$ cat src/rtl/pipe_stage_reg.sv
// Valid/ready pipeline stage with hold/flush control and saturating stall/flush counters.
// Define PIPE_STAGE_SKID_EN to add a skid entry for full throughput with registered in_ready.
module pipe_stage_reg #(
  parameter int unsigned DW    = 32,
  parameter int unsigned CNT_W = 16
) (
  input  logic             clk,
  input  logic             rst,
  input  logic             in_valid,
  output logic             in_ready,
  input  logic [DW-1:0]    in_data,
  input  logic             hold,
  input  logic             flush,
  output logic             out_valid,
  input  logic             out_ready,
  output logic [DW-1:0]    out_data,
  output logic [CNT_W-1:0] stall_cnt,
  output logic [CNT_W-1:0] flush_cnt
);

`ifdef PIPE_STAGE_SKID_EN
  typedef enum logic [1:0] {StEmpty = 2'd0, StFull = 2'd1, StSkid = 2'd2} state_e;
`else
  typedef enum logic [1:0] {StEmpty = 2'd0, StFull = 2'd1} state_e;
`endif

  state_e           state_q, state_d;
  logic [DW-1:0]    main_q, main_d;
  logic [CNT_W-1:0] stall_q, flush_q;
  logic             xfer_in, xfer_out;

`ifdef PIPE_STAGE_SKID_EN
  logic [DW-1:0]    skid_q, skid_d;
`endif

  assign out_valid = (state_q != StEmpty);
  assign out_data  = out_valid ? main_q : '0;

`ifdef PIPE_STAGE_SKID_EN
  // Registered-only dependence on downstream: out_ready never reaches in_ready.
  assign in_ready = ~rst & ~hold & ~flush & (state_q != StSkid);
`else
  assign in_ready = ~rst & ~hold & ~flush & (~out_valid | out_ready);
`endif

  assign xfer_in  = in_valid & in_ready;
  assign xfer_out = out_valid & out_ready;

  always_comb begin
    state_d = state_q;
    main_d  = main_q;
`ifdef PIPE_STAGE_SKID_EN
    skid_d  = skid_q;
`endif
    case (state_q)
      StEmpty: begin
        if (xfer_in) begin
          state_d = StFull;
          main_d  = in_data;
        end
      end
      StFull: begin
        if (xfer_in && xfer_out) begin
          main_d = in_data;
        end else if (xfer_out) begin
          state_d = StEmpty;
          main_d  = '0;
`ifdef PIPE_STAGE_SKID_EN
        end else if (xfer_in) begin
          state_d = StSkid;
          skid_d  = in_data;
`endif
        end
      end
`ifdef PIPE_STAGE_SKID_EN
      StSkid: begin
        if (xfer_out) begin
          state_d = StFull;
          main_d  = skid_q;
          skid_d  = '0;
        end
      end
`endif
      default: begin
        state_d = StEmpty;
        main_d  = '0;
      end
    endcase
    // Flush kills everything held, regardless of hold or handshakes.
    if (flush) begin
      state_d = StEmpty;
      main_d  = '0;
`ifdef PIPE_STAGE_SKID_EN
      skid_d  = '0;
`endif
    end
  end

  always_ff @(posedge clk) begin
    if (rst) begin
      state_q <= StEmpty;
      main_q  <= '0;
`ifdef PIPE_STAGE_SKID_EN
      skid_q  <= '0;
`endif
    end else begin
      state_q <= state_d;
      main_q  <= main_d;
`ifdef PIPE_STAGE_SKID_EN
      skid_q  <= skid_d;
`endif
    end
  end

  // Saturating event counters.
  always_ff @(posedge clk) begin
    if (rst) begin
      stall_q <= '0;
      flush_q <= '0;
    end else begin
      if (in_valid && !in_ready && (stall_q != '1)) begin
        stall_q <= stall_q + CNT_W'(1);
      end
      if (flush && (flush_q != '1)) begin
        flush_q <= flush_q + CNT_W'(1);
      end
    end
  end

  assign stall_cnt = stall_q;
  assign flush_cnt = flush_q;

endmodule

$ cat config.mk
export PLATFORM = sky130hd
export DESIGN_NAME = pipe_stage_reg
export DESIGN_NICKNAME = d
export VERILOG_FILES = /design/src/rtl/pipe_stage_reg.sv
export SDC_FILE = /design/constraint.sdc
export NUM_CORES = 1
export LEC_CHECK = 0
export BUFFER_PORTS_ARGS = -buffer_cell sky130_fd_sc_hd__buf_4
export CORE_MARGIN = 4
export CORE_UTILIZATION = 35
export DETAILED_ROUTE_END_ITERATION = 16
export PLACE_DENSITY_LB_ADDON = 0.2
export SYNTH_ARGS = -nofsm -noshare
export SYNTH_HDL_FRONTEND = slang
export SYNTH_SLANG_ARGS = --single-unit
$ cat constraint.sdc
create_clock -name clk -period 4.25 [get_ports clk]
set_input_delay 0.425 -clock clk [delete_from_list [all_inputs] [get_ports clk]]
set_output_delay 0.425 -clock clk [all_outputs]
set_load 0.02 [all_outputs]
After elaboration in Yosys (flattened, before gate mapping)
Index checks and enable logic that the tools add are counted.
Widths: inputs -> output; s select.
Cells by class
  $add $sub $neg: 2
  multiply operators: 0
  div/mod/pow operators: 0
  order comparisons: 0
  equality and inequality tests: 7
  shifts and indexed selects: 0
  muxes and demuxes: 9
  bitwise logic cells: 10
  reduce and logical (&&, ||, !) cells: 10
Operator list (count)
  $mux 32: 4
  $pmux 32 s2: 1
  $add 16x1->16 const B: 2
  $ne 16x16->1 const B: 2
  $mux 2: 3
  $ne 2x2->1 const B: 3
  $and 1x1->1: 5
  $logic_and 1x1->1: 4
  $not 1->1: 4
  $pmux 2 s2: 1
  $ne 3x3->1 const B: 1
  $reduce_and 3->1: 1
  $eq 2x1->1 const B: 1
  $logic_not 2->1: 1
  $reduce_and 2->1: 1
  $reduce_bool 2->1: 1
  $reduce_or 2->1: 1
  $logic_not 1->1: 1
  $or 1x1->1: 1
Storage, ports and cells
  bits in registers: 66
  latch bits: 0
  bits in writable memories: 0
  memory bits (read-only): 0
  bits of input ports: 38
  output and inout port bits: 66
  logic and storage cells: 42
  memories: 0

Longest topological paths before layout
  word-level depth: 8
  depth in mapped cells: 6
  gate-level depth less buffers: 5

Least setup slack after synthesis
No wires, ideal clock.
  path type: register to register
  start: register stall_q[0], in the netlist stall_cnt[0]
  end: register stall_q[7], in the netlist stall_cnt[7]
  setup time: 121 ps
  arrival: 1805 ps
  required time: 4129 ps
  slack: 2324 ps
  stages on the path, launching flop included: 7
  path buffers: 1
  clock period less this slack: 1926 ps
  cells stage by stage: dfxtp_1 -> ha_1 -> nand4_2 -> nor4_4 -> buf_4 -> nor4_1 -> mux2_2
On the way
  cells in the longest elaborated chain, start to end: 2
  elaborated cells on any way between the ends: 3
  those cells by class: add/sub: 1; eq/ne: 1; reduce/logical: 1
Ends and longest elaborated chain
  start, declared: line 29  | logic [CNT_W-1:0] stall_q, flush_q;
  start signal, assigned: line 122  | stall_q <= stall_q + CNT_W'(1);
  parallel branches: the longest is 2 deep, another holds $add 16x1->16
Parallel ways; which one is timed is not known.
A chain may end at the register's enable or synchronous reset.

Final worst setup path
  start: input rst
  end: register main_q[17]
On the way
  cells in the longest elaborated chain, start to end: 8
  elaborated cells on any way between the ends: 12
  those cells by class: eq/ne: 2; mux: 2; bitwise: 5; reduce/logical: 3
Ends and longest elaborated chain
  start, declared: line 8  | input logic rst,
  $not 1->1: line 43  | assign in_ready = ~rst & ~hold & ~flush & (~out_valid | out_ready);
  $and 1x1->1 (3 in a row): line 43
  $and 1x1->1: line 46  | assign xfer_in = in_valid & in_ready;
  $logic_and 1x1->1: line 63  | if (xfer_in && xfer_out) begin
  $mux 32 or $ne 3x3->1 (tied branches)
  $pmux 32 s2 or $reduce_and 2->1 (tied branches)
  end signal, assigned: line 108  | main_q <= main_d;
  end, declared: line 28  | logic [DW-1:0] main_q, main_d;
Parallel ways exist; a longest one is shown, timed or not.

==> qor.yml <==
yosysUniqueCellTypes: 44
hold_viol: 0
hp-start: "in_data[7]"
cts_setup_buffers: 0
antenna_left: 0
crit_fanout: 44
crit_arrival_ps: 2890
fp.dieW_um: 102
synth_compound_area_share_pct: 19.0
required_ps: 4510
cts_resized: 0
critical-path-top-delay-family: "compound AO/OA/AOI/OAI gates"
synthSimpleGateAreaFrac_pct: 30.5
synth_seq_cells: 65
clock_skew_ps: 5.19
syn_inst: 351
die_area_mm2: 0.0104
holdBufCountCts: 0
status: "complete, no violations"
yosysSeqAreaShare_pct: 41.9
cts_tree: "done"
yosysWarningCount: 0
cap_violations: 0
hold_path_class: "primary input to register"
fin_util_pct: 47.5
r2r_start: "state_q[0]"
power_density_mw_per_mm2: 288
num_rows: 34
syn_avg_cell_area_um2: 8.85
syn_area_mm2: 0.00311
cts_max_level: 3
async_flop_share_pct: 0
max_clock_freq_mhz: 381
drcViolationCount: 0
crit_path_cell_trace: "buf_4 > or2_1 > buf_4 > o41a_1 > a22oi_1 > nor2_1"
rsz0062_at_grt: "no"
slew_headroom_pct: 19.2
post-route-cell-area_mm2: 0.00412
port_buffers: 103
cp_slowest_cell: "o41a_1"
yosys.area_share.adder_pct: 0.806
final_max_slew_viol_count: 0
post-route-min-period_ps: 2620
wl_mm: 8.14
final_cell_mix: "106 x buf_4, 65 x dfxtp_1, 53 x nor2_1"
finalWeightedCongestion: 0.775
drt_first_pass_iters: 4
synth_edf_count: 0
clock_latency_ps: 330
endpoint_kind: "register"
vdd.ir_drop.worst_uv: 132
cts.sinks: 65
cts-root-buf: "clkbuf_8"
max_slew.worst_pin.slew_ps: 1210
viasPerCell: 5.28
synth_xor_area_share_pct: 0
synth_top_family_by_area: "simple AND/OR/NAND/NOR gates"
grt_max_degree: 45
drive_gt1_share_pct: 31.0
grt.overflow.total: 0
core-area_mm2: 0.00868
die_height_um: 102
finalCritPeriodShare_pct: 61.7
placed_area_mm2: 0.00394
critPathBufInv: 2
cts_buffers: 9
diodes: 0
num_io_pins: 104
clk_pin_slew_ps: 70
path_common_cell: "buf_4"
final.setup.tns_ps: 0
vias: 2951
wl_per_cell_um: 14.6
critPathLaunch: "rst"
finalNetCount: 487
ys.flop_type: "dfxtp_1"
rrSetupSlack_ps: 1830
setup_viol: 0
grt_first_pass_wirelength_mm: 12.8
start_util_pct: 35.8
final_common_cell: "buf_4"
fin_ws_ps: 1630
area_growth_pct: 32.7
track_usage_pct: 15.3
finalPower_uw: 1190
synthMuxAreaShare_pct: 3.95
leakage_uw: 0.00164
clk_path_buf_depth: 2
dp_slack_ps: 1230
syn_nets: 391
crit_type: "primary input to register"
antenna_found_initial: 0
hpwl_mm: 5.75
drt_iter0_markers: 96
grt_pass1_vias: 2742
crit_path_start_kind: "primary input"
max_stage_delay_ps: 990
==> cell families (layout without fill, tap and decap cells) <==
kind of cell,Yosys count,in the layout
AOI/OAI and AO/OA,82,82
adders and majority gates,2,2
buffers and inverters,28,128
muxes,11,11
and+or+nand+nor,163,163
DFF,65,65
==> metrics by stage <==
stage / hold WS, ps / cells
global route: 327 / 559
detailed placement: 482 / 544
CTS: 318 / 559
floorplan: 458 / 351
finish: 340 / 559
global placement: 472 / 544
==> area by class of cell <==
type,count,area (um^2)
Sequential cell,65,1300
Timing Repair Buffer,106,796
Fill cell,907,4560
Tap cell,108,135
Clock inverter,3,15.0
Clock buffer,12,165
Inverter,7,26.3
Multi-Input combinational cell,258,1680
==> layer usage <==
| metal | vias to the layer above | global-route usage (%) | share of wire [%] |
|---|---|---|---|
| met4 | 0 | 7.57 | 2.3 |
| li1 | 1483 | - | - |
| met2 | 76 | 24.6 | 48 |
| met5 | - | 0 | 0 |
| met3 | 15 | 3.89 | 6.0 |
| met1 | 1377 | 19.1 | 44 |
==> power by group <==
part	total, uW	switching [uW]	internal, uW
Clock	480	226	253
Sequential	621	6.38	615
Combinational	84.8	44.1	40.7
Total	1190	277	909
==> cells in the mapped netlist, types with 2 or more instances <==
cell type	number	area (um^2)
a22oi_1	32	240
nor2_1	53	199
o311ai_0	2	17.5
o31ai_1	10	75.1
o21ai_0	3	15.0
o41ai_1	2	17.5
a211oi_1	3	22.5
and3_1	3	18.8
or4_1	12	90.1
nand2_1	10	37.5
nor3_1	7	35.0
nand4_1	3	18.8
mux2_2	10	113
buf_4	2	15.0
dfxtp_1	65	1300
nand3_1	11	55.1
a311oi_1	3	26.3
nor4_4	3	63.8
buf_2	7	35.0
nand2b_1	2	12.5
nor2b_1	8	50.1
nand4_2	2	25.0
ha_1	2	25.0
o41a_1	3	33.8
clkbuf_1	11	41.3
inv_1	7	26.3
nor4_1	7	43.8
a21oi_1	19	95.1
and4_1	3	26.3
and2_1	32	200
==> flip-flops by register name (all words and copies together), names as in the netlist <==
signal     count
flush_cnt     16
main_q        32
stall_cnt     16
state_q        1
==> worst paths after layout <==
kind,endpoint,cells past startpoint
setup / recovery,main_q[17],6
hold / removal,main_q[7],3
setup reg to reg,stall_cnt[13],5
hold reg to reg,main_q[18],2
==> tightest hold or removal path, stage by stage <==
cell     delay, ps
buf_4           80
a22oi_1         60
nor2_1          70
(Power assumes the default switching activity.)
